==> config.mk <==
export PLATFORM = sky130hd
export DESIGN_NAME = regwrite_arbiter
export DESIGN_NICKNAME = d
export VERILOG_FILES = /design/src/rtl/regwrite_arbiter.sv
export SDC_FILE = /design/constraint.sdc
export NUM_CORES = 1
export LEC_CHECK = 0
export ABC_AREA = 1
export CAP_MARGIN = 15
export CORE_MARGIN = 3
export CORE_UTILIZATION = 51
export CTS_CLUSTER_DIAMETER = 60
export DETAILED_ROUTE_END_ITERATION = 10
export PLACE_DENSITY_LB_ADDON = 0.1
export REMOVE_ABC_BUFFERS = 1
export SLEW_MARGIN = 10
export SYNTH_ARGS = -nofsm -noshare
export SYNTH_HDL_FRONTEND = slang
export SYNTH_SLANG_ARGS = --single-unit
==> constraint.sdc <==
create_clock -name clk -period 3.25 [get_ports clk]
set_clock_uncertainty 0.2 [all_clocks]
set_input_delay 0.65 -clock clk [delete_from_list [all_inputs] [get_ports clk]]
set_output_delay 0.65 -clock clk [all_outputs]
set_load 0.05 [all_outputs]
==> src/rtl/regwrite_arbiter.sv <==
// regwrite_arbiter: owns the register-file write port, shared by pipeline writeback and a long-latency unit.
// Latency: pipeline writes pass through combinationally; buffered results write no earlier than the next cycle.
// Backpressure: lu_ready drops while the pending buffer is full; pl_stall holds writeback for a forced drain.
// Optional feature: define REGWRITE_ARB_BYPASS_EN to let a result use an idle port in the same cycle.
module regwrite_arbiter #(
  parameter int DEPTH        = 2,
  parameter int STARVE_LIMIT = 4
) (
  input  logic        clk,
  input  logic        rst_n,
  input  logic        pl_we,
  input  logic [4:0]  pl_windex,
  input  logic [31:0] pl_win,
  output logic        pl_stall,
  input  logic        lu_valid,
  input  logic [4:0]  lu_index,
  input  logic [31:0] lu_data,
  output logic        lu_ready,
  output logic        we,
  output logic [4:0]  windex,
  output logic [31:0] win,
  output logic [31:0] pend_mask
);

  localparam int PW = $clog2(DEPTH);
  localparam int CW = $clog2(DEPTH + 1);

  // Pending buffer: circular FIFO; a dead entry still occupies its slot until it reaches the head.
  logic [DEPTH-1:0] ent_live;
  logic [4:0]       ent_idx [DEPTH];
  logic [31:0]      ent_dat [DEPTH];
  logic [PW-1:0]    rd_ptr;
  logic [PW-1:0]    wr_ptr;
  logic [CW-1:0]    count;
  logic [3:0]       starve;

  logic empty;
  logic head_live;
  logic force_drain;
  logic pl_go;
  logic drain;
  logic pop;
  logic lu_acc;
  logic bypass;
  logic push;
  logic push_live;

  assign empty       = (count == '0);
  assign head_live   = !empty && ent_live[rd_ptr];
  assign force_drain = head_live && (starve == 4'(STARVE_LIMIT));
  assign pl_stall    = force_drain;
  assign lu_ready    = (count < CW'(DEPTH));
  assign pl_go       = pl_we && (pl_windex != 5'd0) && !force_drain;
  // The head uses the port either when forced or when the pipeline leaves it idle.
  assign drain       = force_drain || (!pl_go && head_live);
  // A squashed head never needs the port, so it leaves in any cycle.
  assign pop         = !empty && (drain || !head_live);
  // Results aimed at r0 are swallowed at acceptance.
  assign lu_acc      = lu_valid && lu_ready && (lu_index != 5'd0);
`ifdef REGWRITE_ARB_BYPASS_EN
  assign bypass      = empty && lu_valid && (lu_index != 5'd0) && !pl_go;
`else
  assign bypass      = 1'b0;
`endif
  assign push        = lu_acc && !bypass;
  // A same-cycle pipeline write to the same register already supersedes the incoming result.
  assign push_live   = !(pl_go && (lu_index == pl_windex));

  // Port mux: forced drain, then pipeline, then idle drain, then bypass.
  always_comb begin
    we     = 1'b0;
    windex = pl_windex;
    win    = pl_win;
    if (force_drain) begin
      we     = 1'b1;
      windex = ent_idx[rd_ptr];
      win    = ent_dat[rd_ptr];
    end else if (pl_go) begin
      we     = 1'b1;
    end else if (head_live) begin
      we     = 1'b1;
      windex = ent_idx[rd_ptr];
      win    = ent_dat[rd_ptr];
    end else if (bypass) begin
      we     = 1'b1;
      windex = lu_index;
      win    = lu_data;
    end
  end

  // Pending mask built only from registered live entries.
  always_comb begin
    pend_mask = '0;
    for (int i = 0; i < DEPTH; i++) begin
      if (ent_live[i]) pend_mask[ent_idx[i]] = 1'b1;
    end
    pend_mask[0] = 1'b0;
  end

  // Buffer state: squash, pop, push, occupancy and starvation tracking.
  always_ff @(posedge clk or negedge rst_n) begin
    if (!rst_n) begin
      ent_live <= '0;
      rd_ptr   <= '0;
      wr_ptr   <= '0;
      count    <= '0;
      starve   <= '0;
      for (int i = 0; i < DEPTH; i++) begin
        ent_idx[i] <= '0;
        ent_dat[i] <= '0;
      end
    end else begin
      for (int i = 0; i < DEPTH; i++) begin
        if (pl_go && ent_live[i] && (ent_idx[i] == pl_windex)) ent_live[i] <= 1'b0;
      end
      if (pop) begin
        ent_live[rd_ptr] <= 1'b0;
        rd_ptr           <= rd_ptr + PW'(1);
      end
      if (push) begin
        ent_live[wr_ptr] <= push_live;
        ent_idx[wr_ptr]  <= lu_index;
        ent_dat[wr_ptr]  <= lu_data;
        wr_ptr           <= wr_ptr + PW'(1);
      end
      case ({push, pop})
        2'b10:   count <= count + CW'(1);
        2'b01:   count <= count - CW'(1);
        default: count <= count;
      endcase
      // Non-empty without a pop means a live head that was blocked this cycle.
      if (empty || pop) begin
        starve <= '0;
      end else if (starve != 4'(STARVE_LIMIT)) begin
        starve <= starve + 4'd1;
      end
    end
  end

endmodule

==> metrics list, run 1 <==
- The flow ran to the end, and the final reports show no timing, DRC or antenna violations.
- Setup violations remaining at the end of the flow were counted as 0.
* Antenna-violating nets left: 0
- Count of input and output buffers: 148
- Total negative slack: 0 ps
* Gate family responsible for the most delay along the worst path: buffers and inverters
* Pwr per Cell Area: 846.1 nW/µm²
* GRT busiest layer: met2
- Average size of a mapped cell: 6.982 µm²
* Unrepaired setup endpoints after global routing: true
- Combined global-route utilization of all metal layers: 0.2690
* Layout Nets: ~920
- Maximum number of pins on one net before global-route repair: 52
- Width of the chip: between 100 and 150 µm
- Of the cells placed in the final design, the portion with a size suffix greater than 1 is 0.1254.
- Most common cell after layout, fill and taps aside: nand2_1
- Netlist cell types: 24
- Top fanout value on the critical path: 6
- Yosys warning count: 0
* Register area share after synthesis: 0.4369
- Clock tree synthesis inserted a total of 9 buffers.
- The number of antenna violations at the first check in global routing is 0.
* CP dominant cell by count: buf_12
- Transition at the pin with the smallest max-transition slack: 611.9 ps
- Post-detailed-route DRC marker count: 0
- Netlist area before placement: 4811 µm²
- Highest-count cells in the layout ignoring fill and taps: nand2_1, dfrtp_1, clkdlybuf4s50_1
- The first global-routing pass estimated between 20,000 and 25,000 µm of wire.
- Cell with the largest stage delay on the worst path: clkdlybuf4s50_1
* Synthesized-area fraction occupied by adder cells: 0.007802
- Detailed routing inserted a total of between 5,000 and 6,000 vias.
- Met1 demand-to-capacity share in global routing: 0.3368
- The first routing iteration left 288 violations.
* Via count of the first global-routing pass: roughly 5,000
- Share of the synthesized area in compound gates (AO/OA/AOI/OAI): 0.1620
- For this configuration, the core starts out at a cell density of 0.5385.
- Count of antenna diodes in the layout: 0
* Floorplan Core Area: 8934 µm²
- Nature of the critical path startpoint: input pin
- GR Overflow Total: 0
- Data on the critical path arrives at its endpoint at between 2000 and 2500 ps.
- Final core area utilization: 0.8024
* Die span in y: 103.1 µm
* Leak pwr: 3.765 nW
- Wires add up to 14,510 µm.
- The pre-antenna-repair detailed-routing pass consisted of 5 iterations.
- Latest clock arrival within the worst-skew pair: ~350 ps
* Clock sink total: 84
- After synthesis, the largest family of logic cells by area is simple AND/OR/NAND/NOR gates.
- The H-tree was split into 3 levels.
- Routed vias/inst: 5.463
- The tool flagged a number of max-cap violations equal to 0.
- The number of buffers and inverters on the critical path is 5.
* Count of hold-fix buffers inserted at cts: 0
- Maximum cell stage delay along the critical path: 520 ps
- The routed design could run at a clock period as short as 3184 ps.
- After detailed routing, the average wire length per cell comes to 15.35 µm.
- Period utilization: 0.9797
* Achievable Freq: 314.1 MHz
- Boundary Pins: 150
* Clock tree from TritonCTS: yes
- Clock-pin slew was measured on the worst setup and hold paths at around 90 ps.
- By startpoint and endpoint, the worst setup path is classified as in2out.
- Data on the critical path is required at its endpoint by 2400 ps.
* Gate Count Post-Synth: 689
- Area fraction in and, or, nand and nor cells after synthesis: 0.2765
* Die Area: 10,630 µm²
- Power comes to between 0.006 and 0.007 W.
- Across the VDD grid, the largest voltage drop is around 0.53 mV.
- The tightest min-delay check is of the in2async type.
* Crit. End Element: primary output
- Area growth from synthesis to layout: 49.00%
- The HPWL after detailed placement is 10,180 µm.
- In this run the tightest slew margin relative to its limit is 0.5921.
- Final weighted congestion of routability-driven global placement: 0.9563
- Slew Limit Fails: 0
* Placement row count: 34
* Master cell of the clock root buffer: clkbuf_8
- Met2 usage in global routing: 0.4692
- Synthesized flop and latch total: 84
- In the global route stage, met3 resource usage came out at 0.05074.
- The signal on the critical path passes through clkdlybuf4s50_1 -> inv_2 -> nand3_1 -> nand2_2 -> o21ai_4 -> buf_12 -> buf_4 -> nand2_1 -> o21ai_1 -> buf_12.
- Clock Tree Buf Depth: 2
* Number of hold-slack violations in the final timing report: 0
- Of the total synthesized cell area, the portion taken by XOR and XNOR cells is 0.02367.
- Multiplexer area fraction after synthesis: 0
## state kept, by name, summed over array words and instances (netlist names)
name	cells
ent_dat	64
ent_idx	10
starve	4
count	2
ent_live	2
rd_ptr	1
wr_ptr	1
## final timing paths
| path | depth (start not counted) | startpoint | slack, ps | to |
|---|---|---|---|---|
| setup / recovery | 10 | pl_windex[4] | 70 | windex[4] |
| hold / removal | 1 | rst_n | 90 | ent_dat[14] |
| setup reg to reg | 11 | ent_live[1] | 1120 | count[1] |
| hold reg to reg | 2 | ent_dat[16] | 290 | ent_dat[16] |
| max in group asynchronous | 2 | rst_n | 2100 | ent_dat[52] |
| min in group clk | 2 | ent_dat[16] | 290 | ent_dat[16] |
## synthesized netlist by cell type (all sizes together)
master,n,area share
a21oi,40,0.042
buf,22,0.032
nand3,22,0.025
clkbuf,15,0.012
nand2,250,0.20
nor3,12,0.012
conb,1,0.00078
o21ai,112,0.12
xor2,2,0.0036
dfrtp,84,0.44
nand4,1,0.0013
ha,3,0.0078
nor2,52,0.042
inv,62,0.048
xnor2,11,0.020
## repair_timing
action                                  in CTS  in global routing
pin swaps                                    1                  1
gates resized for setup                      5                 41
gates cloned                                 0                  2
buffers inserted                             0                  1
endpoints found under the setup margin       6                 56
## report_power, final
| part | internal, W | switching, W | leakage [nW] |
|---|---|---|---|
| Clock | 0.000423 | 0.000366 | 0.105 |
| Sequential | 0.00152 | 0.000297 | 1.05 |
| Combinational | 0.00131 | 0.00215 | 2.61 |
| Total | 0.00325 | 0.00281 | 3.77 |
## logic make-up after synthesis
family	after synthesis
AND/OR/NAND/NOR	337
AO/OA/AOI/OAI	152
buffers and inverters	99
flip-flops	84
XOR/XNOR	13
adder cells (fa/ha/maj)	3
other	1
## area by class of cell
cell class / instances / area, µm²
tap: 108 / 135.1
inverter: 62 / 232.7
multi-input combinational: 506 / 2323
sequential: 84 / 2103
clock buffer: 9 / 123.9
clock inverter: 5 / 78.83
fill: 610 / 1765
timing repair buffer: 171 / 2171
## through the flow
step | instance area (µm²) | hold slack, ps | std cells | setup slack, ps
6_report | 7168 | 88.78 | 945 | 66.03
5_1_grt | 7168 | 119.9 | 945 | -22.52
4_1_cts | 6984 | 116.6 | 942 | 5.642
3_5_place_dp | 6788 | 268.7 | 928 | -15.73
3_3_place_gp | 6788 | 261.4 | 928 | 41.20
2_1_floorplan | 4599 | 154.4 | 652 | -1953
## layer usage
layer	routed length [µm]	vias to the layer above
met3	1133	41
met2	7389	271
li1	-	2459
met1	5642	2392
met5	0	-
met4	341	0
Power figures use the tool's default switching activity.
==> run 2, diff against run 1 <==
Settings changed: CORE_UTILIZATION 51 to 40.
==> run 2 against run 1 <==
Worst hold slack improved by 11 ps. First-iteration DRC count increased by 27%. Count of clock-buffer cells in the layout unchanged. Register-to-register slack improved by 50 ps. Combinational power decreased by 1%. Maximum frequency increased by 2.2%. Core utilization decreased by 17 points. Final area increased by 1.8%.
==> metrics list, run 2 (synthesis results as in run 1) <==
- Across the whole layout, storage elements account for 2103 µm².
- Fill cells in the final layout number 1,042.
- In this run the count of I/O pins placed on the die edge is 150.
- Leak pwr: 3.695 nW
* Type of the worst setup path: reg2out
- Internal Power: approximately 0.0035 W
- Sequential share of power: 0.287
* Unrepaired setup endpoints after global routing: false
- The count of nets left with antenna violations once routing finished came out at 0.
- After clock tree synthesis, the clock-pin slew on the worst setup and hold paths is 60 ps.
- The detailed router placed 4,984 vias in this run.
* HPWL after DPL: between 10,000 and 15,000 µm
- Slew Limit Fails: 0
* Placement row count: 39
* Switch Pwr: 0.002819 W
- Clock Power Share: 0.173
- After floorplanning, the core was sized to cover 11,560 µm².
* Transition at the pin with the smallest max-transition slack: 872.4 ps
- The congestion estimate from routability-driven global placement came to 0.8759.
- Total Routed Length: 14,770 µm
- The floorplan step defined a die boundary enclosing 13,380 µm².
- Nature of the critical path startpoint: flop
- Period utilization: 0.9588
- Worst voltage drop across the vdd grid: between 0.4 and 0.5 mV
* Routed vias/inst: 5.055
* Clock tree from TritonCTS: yes
* Most common cell after layout, fill and taps aside: nand2_1
* TritonCTS buffer count: 9
- First-pass GRT wire length: 23,250 µm
- The largest registers in the layout are ent_dat x64, ent_idx x10, starve x4.
* Final hold slack: 99.40 ps
- Via count of the first global-routing pass: 4,826
* Top fanout value on the critical path: 8
- For this run, design rule violations remaining after detail routing come to 0.
- After routing, the total negative slack on setup checks comes to 0 ps.
- The clock passes through at most 2 buffers.
- Number of hold-slack violations in the final timing report: 0
- Area growth from synthesis to layout: 51.63%
- Max Cap Viol: 0
- Result of the run: complete, no violations
- The worst hold path belongs to the class in2async.
- For the finished layout, the period the worst path requires is 3116 ps.
- The count of buffers added on input and output ports is 148.
- ent_dat holds more flip-flops than any other register.
* Die span in y: between 100 and 150 µm
- The number of hold buffers added after CTS was 0.
- For this run, the share of the core covered by cells in the final layout is 0.6307.
- Latest clock arrival within the worst-skew pair: 340 ps
- The first routing iteration left approximately 370 violations.
- Clock sink total: 84
* Initial antenna violation count: 0
- Combined global-route utilization of all metal layers: 0.2190
* Initial cell density of the core: 0.4160
* Combinational share of power: 0.540
- Number of setup violations in the final report: 0
- Net switching share of the total power: 0.4454
- Share of layout cells above drive strength 1: 0.1269
* Pwr per Cell Area: 867.6 nW/µm²
- Entering global routing, the biggest net connects 58 pins.
- In the final layout, the multi-input gates occupy 2280 µm².
* Master cell of the clock root buffer: clkbuf_16
- Remaining max-slew budget at the tightest pin: 0.4139
- GR Overflow Total: 0
- Derived from the worst setup path, the maximum achievable clock frequency is 320.9 MHz.
* Crit. End Element: primary output
* Max FFs per register: 64
* Highest-count cells in the layout ignoring fill and taps: nand2_1, dfrtp_1, o21ai_0
* Total number of H-tree levels: 3
- Router iterations before antenna repair: 5
* CP arrival: 2270 ps
* Count of antenna diodes in the layout: 0
- In this run the horizontal extent of the chip is approximately 120 µm.
- At the worst endpoint, the required time is about 2400 ps.
- Wirelength per Cell: between 10 and 15 µm
- For this run, the post-layout net count is 920.
==> run 2: cell count changes in the layout (fill, tap and decap cells not counted), moves of 6 or more <==
cell	change
buf_4	+11
clkbuf_16	+10
clkbuf_8	-9
clkdlybuf4s50_1	-7
dlygate4sd2_1	+6
dlymetal6s2s_1	-7
o21ai_1	+9
o21ai_2	-13
==> run 2: metrics by stage <==
step,instances,power [W],instance area (µm²),setup WS [ps]
global route,986,0.006813,7295,8.535
CTS,981,0.006280,7147,2.046
global placement,966,0.005056,6847,75.51
finish,986,0.006329,7295,133.8
detailed placement,966,0.005166,6847,53.59
floorplan,652,0.003760,4599,-1953
==> run 2: worst paths after layout <==
path                             startpoint            to  slack (ps)  cells after the start
worst min register to register  ent_dat[16]   ent_dat[16]         280                      2
worst max register to register  ent_live[1]      count[1]        1170                     11
worst min-delay path                  rst_n    ent_idx[0]         100                      1
worst max-delay path             ent_idx[1]  pend_mask[1]         130                      4
min in group clk                ent_dat[16]   ent_dat[16]         280                      2
max in group asynchronous             rst_n        rd_ptr        2080                      2
==> run 2: worst max-delay path: stages (launching register included) <==
cell and delay (ps):
dfrtp_1 440, inv_1 130, nand3_1 250, o21ai_0 250
clkdlybuf4s50_1 850
==> run 2: cell type report <==
| class | count | area share |
|---|---|---|
| sequential | 84 | 0.2883 |
| clock buffer | 9 | 0.03087 |
| clock inverter | 6 | 0.01218 |
| inverter | 62 | 0.03190 |
| timing repair buffer | 176 | 0.2997 |
| tap | 143 | 0.02453 |
| multi-input combinational | 506 | 0.3125 |
==> run 2: repair_timing <==
item	in CTS	in global routing
resized for setup	11	17
gates cloned	0	3
buffers inserted	0	2
setup endpoints to repair	11	45
pin swaps	0	3
==> run 2: routing by layer <==
layer | GRT usage | wire length (µm) | vias to the layer above
li1 | - | - | 2484
met1 | 0.2839 | 6424 | 2326
met2 | 0.3673 | 7257 | 156
met3 | 0.05274 | 917 | 18
met4 | 0.06342 | 175 | 0
met5 | 0 | 0 | -
==> run 2: power by group through the flow <==
stage                     logic (W)  clock network (W)  registers [W]
final                       0.00342            0.00109        0.00182
after global routing        0.00377            0.00117        0.00188
after CTS                   0.00335            0.00111        0.00182
after detailed placement    0.00334                  0        0.00183
after global placement      0.00325                  0        0.00180
after floorplan             0.00193                  0        0.00183
